===== config.mk =====
export PLATFORM = sky130hd
export DESIGN_NAME = conc_trace_recorder
export DESIGN_NICKNAME = d
export VERILOG_FILES = /design/src/rtl/conc_trace_recorder.sv
export SDC_FILE = /design/constraint.sdc
export NUM_CORES = 1
export LEC_CHECK = 0
export CORE_ASPECT_RATIO = 0.8
export CORE_MARGIN = 1.5
export CORE_UTILIZATION = 59
export CTS_BUF_LIST = sky130_fd_sc_hd__clkbuf_4 sky130_fd_sc_hd__clkbuf_8
export DETAILED_ROUTE_END_ITERATION = 7
export HOLD_SLACK_MARGIN = 0.08
export PLACE_DENSITY = 0.76
export SLEW_MARGIN = 10
export SYNTH_ARGS = -nofsm -noshare
export SYNTH_HDL_FRONTEND = slang
export SYNTH_SLANG_ARGS = --single-unit

===== constraint.sdc =====
create_clock -name clock -period 8.2 [get_ports clock]
set_input_delay 2.05 -clock clock [delete_from_list [all_inputs] [get_ports clock]]
set_output_delay 2.05 -clock clock [all_outputs]
set_load 0.005 [all_outputs]

===== src/rtl/conc_trace_recorder.sv =====
// ----------------------------------------------------------------------------
// conc_trace_recorder
//
// Capture-side companion of the opcode stimulus replayer. While capturing, it
// stores one {op_in, x_obs} entry per clock into an internal trace RAM. Once
// capture is finished, the stored trace streams out over a valid/ready port.
//
// Optional feature macro: CONC_TRACE_TRIG_EN
//   When defined, arm enters a WAIT_TRIG state. Capture begins on the first
//   cycle with op_in[7] (__obs) set, and that cycle is stored as entry 0.
//   When undefined, arm goes straight to CAPTURE.
//
// Parameters
//   DEPTH  trace entries (2..4096)
//   XW     width of the DUT output bus x_obs
//   PCW    width of the cycle counter, count and start_pc
//
// Ports
//   clock     in   rising-edge clock
//   reset     in   synchronous, active-high reset
//   op_in     in   sampled opcode {__obs, stbi, x_in[5:0]}
//   x_obs     in   DUT output sampled in the same cycle
//   arm       in   start capture (honoured only in IDLE)
//   stop      in   end capture early (honoured only while capturing/waiting)
//   dump_req  in   start readout (honoured only in DONE)
//   rd_data   out  {op, x_obs} entry being presented
//   rd_valid  out  rd_data valid
//   rd_ready  in   consumer accepts when rd_valid && rd_ready
//   rd_last   out  presented entry is the final stored entry
//   count     out  number of entries stored in the current trace
//   start_pc  out  cycle counter value at the first stored sample
//   busy      out  state is not IDLE
//   full      out  count == DEPTH
// ----------------------------------------------------------------------------
module conc_trace_recorder #(
    parameter int DEPTH = 100,
    parameter int XW    = 6,
    parameter int PCW   = 32
) (
    input  logic              clock,
    input  logic              reset,
    input  logic [7:0]        op_in,
    input  logic [XW-1:0]     x_obs,
    input  logic              arm,
    input  logic              stop,
    input  logic              dump_req,
    output logic [8+XW-1:0]   rd_data,
    output logic              rd_valid,
    input  logic              rd_ready,
    output logic              rd_last,
    output logic [PCW-1:0]    count,
    output logic [PCW-1:0]    start_pc,
    output logic              busy,
    output logic              full
);

    localparam int PW = $clog2(DEPTH + 1);
    localparam int AW = $clog2(DEPTH);
    localparam int DW = 8 + XW;

    localparam logic [PW-1:0]  PTR_ONE    = {{(PW-1){1'b0}}, 1'b1};
    localparam logic [PW-1:0]  PTR_ZERO   = {PW{1'b0}};
    localparam logic [PW-1:0]  LAST_SLOT  = PW'(DEPTH - 1);
    localparam logic [PW-1:0]  FULL_COUNT = PW'(DEPTH);
    localparam logic [PCW-1:0] PC_ONE     = {{(PCW-1){1'b0}}, 1'b1};

    localparam logic [2:0] ST_IDLE      = 3'd0;
`ifdef CONC_TRACE_TRIG_EN
    localparam logic [2:0] ST_WAIT_TRIG = 3'd1;
`endif
    localparam logic [2:0] ST_CAPTURE   = 3'd2;
    localparam logic [2:0] ST_DONE      = 3'd3;
    localparam logic [2:0] ST_DUMP      = 3'd4;

    logic [DW-1:0]  mem_r [0:DEPTH-1];

    logic [2:0]     state_r;
    logic [2:0]     state_nxt_s;
    logic [PW-1:0]  count_r;
    logic [PW-1:0]  count_nxt_s;
    logic [PW-1:0]  rd_ptr_r;
    logic [PW-1:0]  rd_ptr_nxt_s;
    logic [PCW-1:0] pc_r;
    logic [PCW-1:0] start_pc_r;
    logic [PCW-1:0] start_pc_nxt_s;
    logic [DW-1:0]  rd_data_r;
    logic           rd_valid_r;
    logic           rd_valid_nxt_s;
    logic           rd_last_r;
    logic           rd_last_nxt_s;
    logic           busy_r;
    logic           full_r;
    logic           wr_en_s;
    logic           rd_load_s;
    logic [PW-1:0]  last_idx_s;
    logic [AW-1:0]  wr_addr_s;
    logic [AW-1:0]  rd_addr_s;

    assign last_idx_s = count_r - PTR_ONE;
    assign wr_addr_s  = count_r[AW-1:0];
    assign rd_addr_s  = rd_ptr_r[AW-1:0];

    assign rd_data  = rd_data_r;
    assign rd_valid = rd_valid_r;
    assign rd_last  = rd_last_r;
    assign count    = PCW'(count_r);
    assign start_pc = start_pc_r;
    assign busy     = busy_r;
    assign full     = full_r;

    // Next-state, write-enable and read-fetch decisions for the capture/dump FSM.
    always_comb begin
        state_nxt_s    = state_r;
        count_nxt_s    = count_r;
        rd_ptr_nxt_s   = rd_ptr_r;
        start_pc_nxt_s = start_pc_r;
        rd_valid_nxt_s = rd_valid_r;
        rd_last_nxt_s  = rd_last_r;
        wr_en_s        = 1'b0;
        rd_load_s      = 1'b0;
        case (state_r)
            ST_IDLE: begin
                if (arm) begin
                    count_nxt_s  = PTR_ZERO;
                    rd_ptr_nxt_s = PTR_ZERO;
`ifdef CONC_TRACE_TRIG_EN
                    state_nxt_s  = ST_WAIT_TRIG;
`else
                    state_nxt_s  = ST_CAPTURE;
`endif
                end else begin
                    state_nxt_s = ST_IDLE;
                end
            end
`ifdef CONC_TRACE_TRIG_EN
            ST_WAIT_TRIG: begin
                // stop wins over a coincident trigger: the trace stays empty.
                if (stop) begin
                    state_nxt_s = ST_DONE;
                end else if (op_in[7]) begin
                    wr_en_s        = 1'b1;
                    count_nxt_s    = PTR_ONE;
                    start_pc_nxt_s = pc_r;
                    state_nxt_s    = ST_CAPTURE;
                end else begin
                    state_nxt_s = ST_WAIT_TRIG;
                end
            end
`endif
            ST_CAPTURE: begin
                // Every CAPTURE cycle stores a sample, including the one that carries stop.
                wr_en_s     = 1'b1;
                count_nxt_s = count_r + PTR_ONE;
                if (count_r == PTR_ZERO) begin
                    start_pc_nxt_s = pc_r;
                end else begin
                    start_pc_nxt_s = start_pc_r;
                end
                if (stop || (count_r == LAST_SLOT)) begin
                    state_nxt_s = ST_DONE;
                end else begin
                    state_nxt_s = ST_CAPTURE;
                end
            end
            ST_DONE: begin
                if (dump_req) begin
                    rd_ptr_nxt_s = PTR_ZERO;
                    if (count_r == PTR_ZERO) begin
                        state_nxt_s = ST_IDLE;
                    end else begin
                        state_nxt_s = ST_DUMP;
                    end
                end else begin
                    state_nxt_s = ST_DONE;
                end
            end
            ST_DUMP: begin
                if (rd_valid_r && rd_ready && rd_last_r) begin
                    rd_valid_nxt_s = 1'b0;
                    rd_last_nxt_s  = 1'b0;
                    state_nxt_s    = ST_IDLE;
                end else if ((!rd_valid_r || rd_ready) && (rd_ptr_r < count_r)) begin
                    // Fetch the next entry on the accepting edge so there is no bubble.
                    rd_load_s      = 1'b1;
                    rd_valid_nxt_s = 1'b1;
                    rd_last_nxt_s  = (rd_ptr_r == last_idx_s);
                    rd_ptr_nxt_s   = rd_ptr_r + PTR_ONE;
                end else if (rd_valid_r && rd_ready) begin
                    rd_valid_nxt_s = 1'b0;
                    rd_last_nxt_s  = 1'b0;
                end else begin
                    rd_valid_nxt_s = rd_valid_r;
                    rd_last_nxt_s  = rd_last_r;
                end
            end
            default: begin
                state_nxt_s    = ST_IDLE;
                rd_valid_nxt_s = 1'b0;
                rd_last_nxt_s  = 1'b0;
            end
        endcase
    end

    // FSM state, counters, status flags and the registered read port.
    always_ff @(posedge clock) begin
        if (reset) begin
            state_r    <= ST_IDLE;
            count_r    <= PTR_ZERO;
            rd_ptr_r   <= PTR_ZERO;
            pc_r       <= {PCW{1'b0}};
            start_pc_r <= {PCW{1'b0}};
            rd_data_r  <= {DW{1'b0}};
            rd_valid_r <= 1'b0;
            rd_last_r  <= 1'b0;
            busy_r     <= 1'b0;
            full_r     <= 1'b0;
        end else begin
            state_r    <= state_nxt_s;
            count_r    <= count_nxt_s;
            rd_ptr_r   <= rd_ptr_nxt_s;
            pc_r       <= pc_r + PC_ONE;
            start_pc_r <= start_pc_nxt_s;
            rd_valid_r <= rd_valid_nxt_s;
            rd_last_r  <= rd_last_nxt_s;
            busy_r     <= (state_nxt_s != ST_IDLE);
            full_r     <= (count_nxt_s == FULL_COUNT);
            if (rd_load_s) begin
                rd_data_r <= mem_r[rd_addr_s];
            end
        end
    end

    // Trace RAM write port; contents need no reset.
    always_ff @(posedge clock) begin
        if (wr_en_s && !reset) begin
            mem_r[wr_addr_s] <= {op_in, x_obs};
        end
    end

endmodule


==> metrics.md <==
| Metric | Value |
|---|---|
| Outcome | complete, no violations |
| Pin count of the biggest net entering global routing | 136 |
| Yosys cell types | 83 |
| Drt first pass iters | 6 |
| Placed Instances | 4338 |
| DRC | 0 |
| WP buf/inv | 1 |
| Synth top area share | 0.7090 |
| Cell family with most CP delay | buffers and inverters |
| Post-synth EDFFs | 1400 |
| Count leader, synth | edfxtp_1 |
| Clock buffer depth | 3 |
| Final HPWL from detailed placement | 91870 um |
| Endpoints failing setup | 0 |
| FMAX | 228.9 MHz |
| H-tree Lvls | 4 |
| RePlAce Congestion | 0.9168 |
| Register-to-register path setup slack | 3900 ps |
| Top Ports | 102 |
| Worst-Margin Slew | 1274 ps |
| Slew Limit Fails | 0 |
| Overflow after GRT | 0 |
| Period utilization | 0.5327 |
| Finished Layout Cells | 4729 |
| Stages on the worst setup path | 1 |
| Yosys warnings | 0 |
| Total CTS buffers | 214 |
| Final design utilization | 0.6555 |
| Tot Pwr | 14.39 mW |
| Total GRT Usage | 0.2961 |
| Post-CTS Hold Buffers | 0 |
| Relative slew margins | 0.1475 |
| Nets | 3274 |
| Skew final | 37.66 ps |
| First-pass GRT wire length | 215200 um |
| Worst skew pair latency | 910 ps |
| Slowest stage cell, crit path | clkdlybuf4s50_1 |
| Critical Path Fanout Max | 14 |
| Largest area contributor in the netlist | edfxtp_1 |
| CTS Root Cell | clkbuf_8 |
| Critical register-to-register path startpoint | rd_addr_s[2] |
| RR Endpoint | rd_data[11] |
| Vias per cell | 6.666 |
| Reg clk slew, reported paths | 70 ps |
| Tmin final | 4368 ps |
| Total number of vias | 31520 |
| Growth of design area from synthesis to finish | 9.555% |
| RSZ-0062 raised after global routing | false |
| Core ar. | 99100 sq um |
| Synth Register Bits | 1499 |
| Worst Path Arrival | 2320 ps |
| Cell chain of the critical path | clkdlybuf4s50_1 |
| Max-cap violation count | 0 |
| Synth top area cells | edfxtp_1 (71%), mux4_2 (9.9%), dfxtp_1 (3.3%) |
| DIE AREA | 102400 sq um |
| Resized Gates After CTS | 0 |
| Crit. End Element | primary output |
| Pwr/cell area | 221.5 nW/um^2 |
| Hold Fails Final Rpt | 0 |
| Commonest cells in the synthesized netlist | edfxtp_1 (1400), mux4_2 (261), nor2_1 (195) |
| Post-synth ARST share | 0 |
| Share of cells above drive strength 1 | 0.2222 |
| Worst stage delay on the critical path | 700 ps |
| Final ANT Viol Nets | 0 |
| Sequential share of the synthesized area | 0.7424 |
| Die W | 357.4 um |
| Post-synth design cell area | 59290 sq um |
| Hold crit path type | register to register |
| Dominant register cell in the synthesized netlist | edfxtp_1 |
| Setup Crit Path Kind | register to primary output |
| Port bufs | 76 |
| Sinks on Clock Net | 1499 |
| CTS tree | built |
| Initial antenna violation count | 1 |
| Rows | 103 |
| Final hold slack | 456.4 ps |
| Critical Path Start Type | register |
| R2R depth | 7 |
| P_leak | 19.71 nW |
| Worst setup path start | count_r[2] |
| Wirelength per Cell | 31.60 um |
| CP Data Required Time | 6150 ps |
| Crit path to | count[2] |
| VDD IR max | 0.0001982 V |
| Post-CTS Setup Bufs | 0 |
| Initial Util | 0.5983 |
| Syn Area/Cell | 19.35 sq um |
| Mapped Cells | 3064 |
| Initial DRC count | 4895 |
| Final WL | 149500 um |
| Setup TNS | 0 ps |
| Vias in the first global route | 30720 |
| Height of the die | 286.5 um |
==> worst reg2reg max path: cells and delay by family, from the launching register on <==
family                 cells  cell delay [ps]
buffers and inverters      1              970
AO/OA/AOI/OAI              5             1860
multiplexers               1              510
flip-flops                 1              810
==> per-stage QoR <==
| step | setup slack [ps] | instance area (sq um) |
|---|---|---|
| after detailed placement | 3388 | 60700 |
| after global routing | 3777 | 64960 |
| final | 3832 | 64960 |
| after CTS | 3761 | 64850 |
| after global placement | 3416 | 60680 |
| after floorplan | 4302 | 59380 |
==> layout make-up <==
| class | instances | area (sq um) |
|---|---|---|
| Sequential cell | 1499 | 44040 |
| Fill cell | 6355 | 34140 |
| Multi-Input combinational cell | 1372 | 13830 |
| Clock buffer | 289 | 3546 |
| Tap cell | 1312 | 1642 |
| Timing Repair Buffer | 135 | 1220 |
| Clock inverter | 101 | 610.6 |
| Inverter | 20 | 75.07 |
| Antenna cell | 1 | 2.502 |
==> layout by cell type, fill, tap and decap left out, drive strengths merged, types with 23 or more instances in the layout <==
cell	netlist	final
nand3	33	33
clkinv	0	82
inv	20	23
o221ai	23	23
nand2	141	141
edfxtp	1400	1400
a21oi	89	89
a211oi	26	26
o21ai	27	27
a22oi	39	39
mux2i	172	172
conb	1	25
clkdlybuf4s50	0	61
nor2	197	197
buf	131	74
clkbuf	66	289
mux4	292	292
dfxtp	99	99
==> power breakdown <==
| group | internal (mW) | switching (mW) |
|---|---|---|
| Sequential | 8.36 | 0.00693 |
| Clock | 2.96 | 2.82 |
| Combinational | 0.0362 | 0.207 |
| Total | 11.4 | 3.03 |
==> state kept, by name, summed over array words and instances, names as in the netlist <==
name,flops
full,1
rd_addr_s,7
rd_data,14
state_r,3
rd_last,1
busy,1
count_r,7
mem_r,1400
rd_valid,1
pc_r,32
start_pc,32
==> worst min-delay path by stage <==
stage | from | endpoint | slack (ps) | cells after the start
after floorplan | pc_r[0] | pc_r[0] | 430 | 1
after global placement | start_pc[11] | start_pc[11] | 440 | 2
after detailed placement | start_pc[20] | start_pc[20] | 450 | 2
after CTS | start_pc[11] | start_pc[11] | 460 | 2
after global routing | start_pc[2] | start_pc[2] | 480 | 2
final | start_pc[11] | start_pc[11] | 460 | 2
==> routing by layer <==
| layer | routed length [um] | up-vias | global-route usage | part of all wire |
|---|---|---|---|---|
| met5 | 0 | - | 0 | 0 |
| met4 | 4146 | 0 | 0.1038 | 0.028 |
| met3 | 21860 | 262 | 0.08935 | 0.15 |
| met2 | 65050 | 2445 | 0.4110 | 0.44 |
| met1 | 58390 | 15990 | 0.4500 | 0.39 |
| li1 | - | 12830 | - | - |
==> logic make-up after synthesis <==
logic type,Yosys count,share of synthesized area
flip-flops,1499,0.7424
AND/OR/NAND/NOR,495,0.03859
multiplexers,470,0.1430
AO/OA/AOI/OAI,332,0.03976
buffers and inverters,217,0.02796
XOR/XNOR,38,0.005613
adder cells (fa/ha/maj),12,0.002532
other,1,0.00006324
No activity file was read; power rests on OpenSTA's default activity.
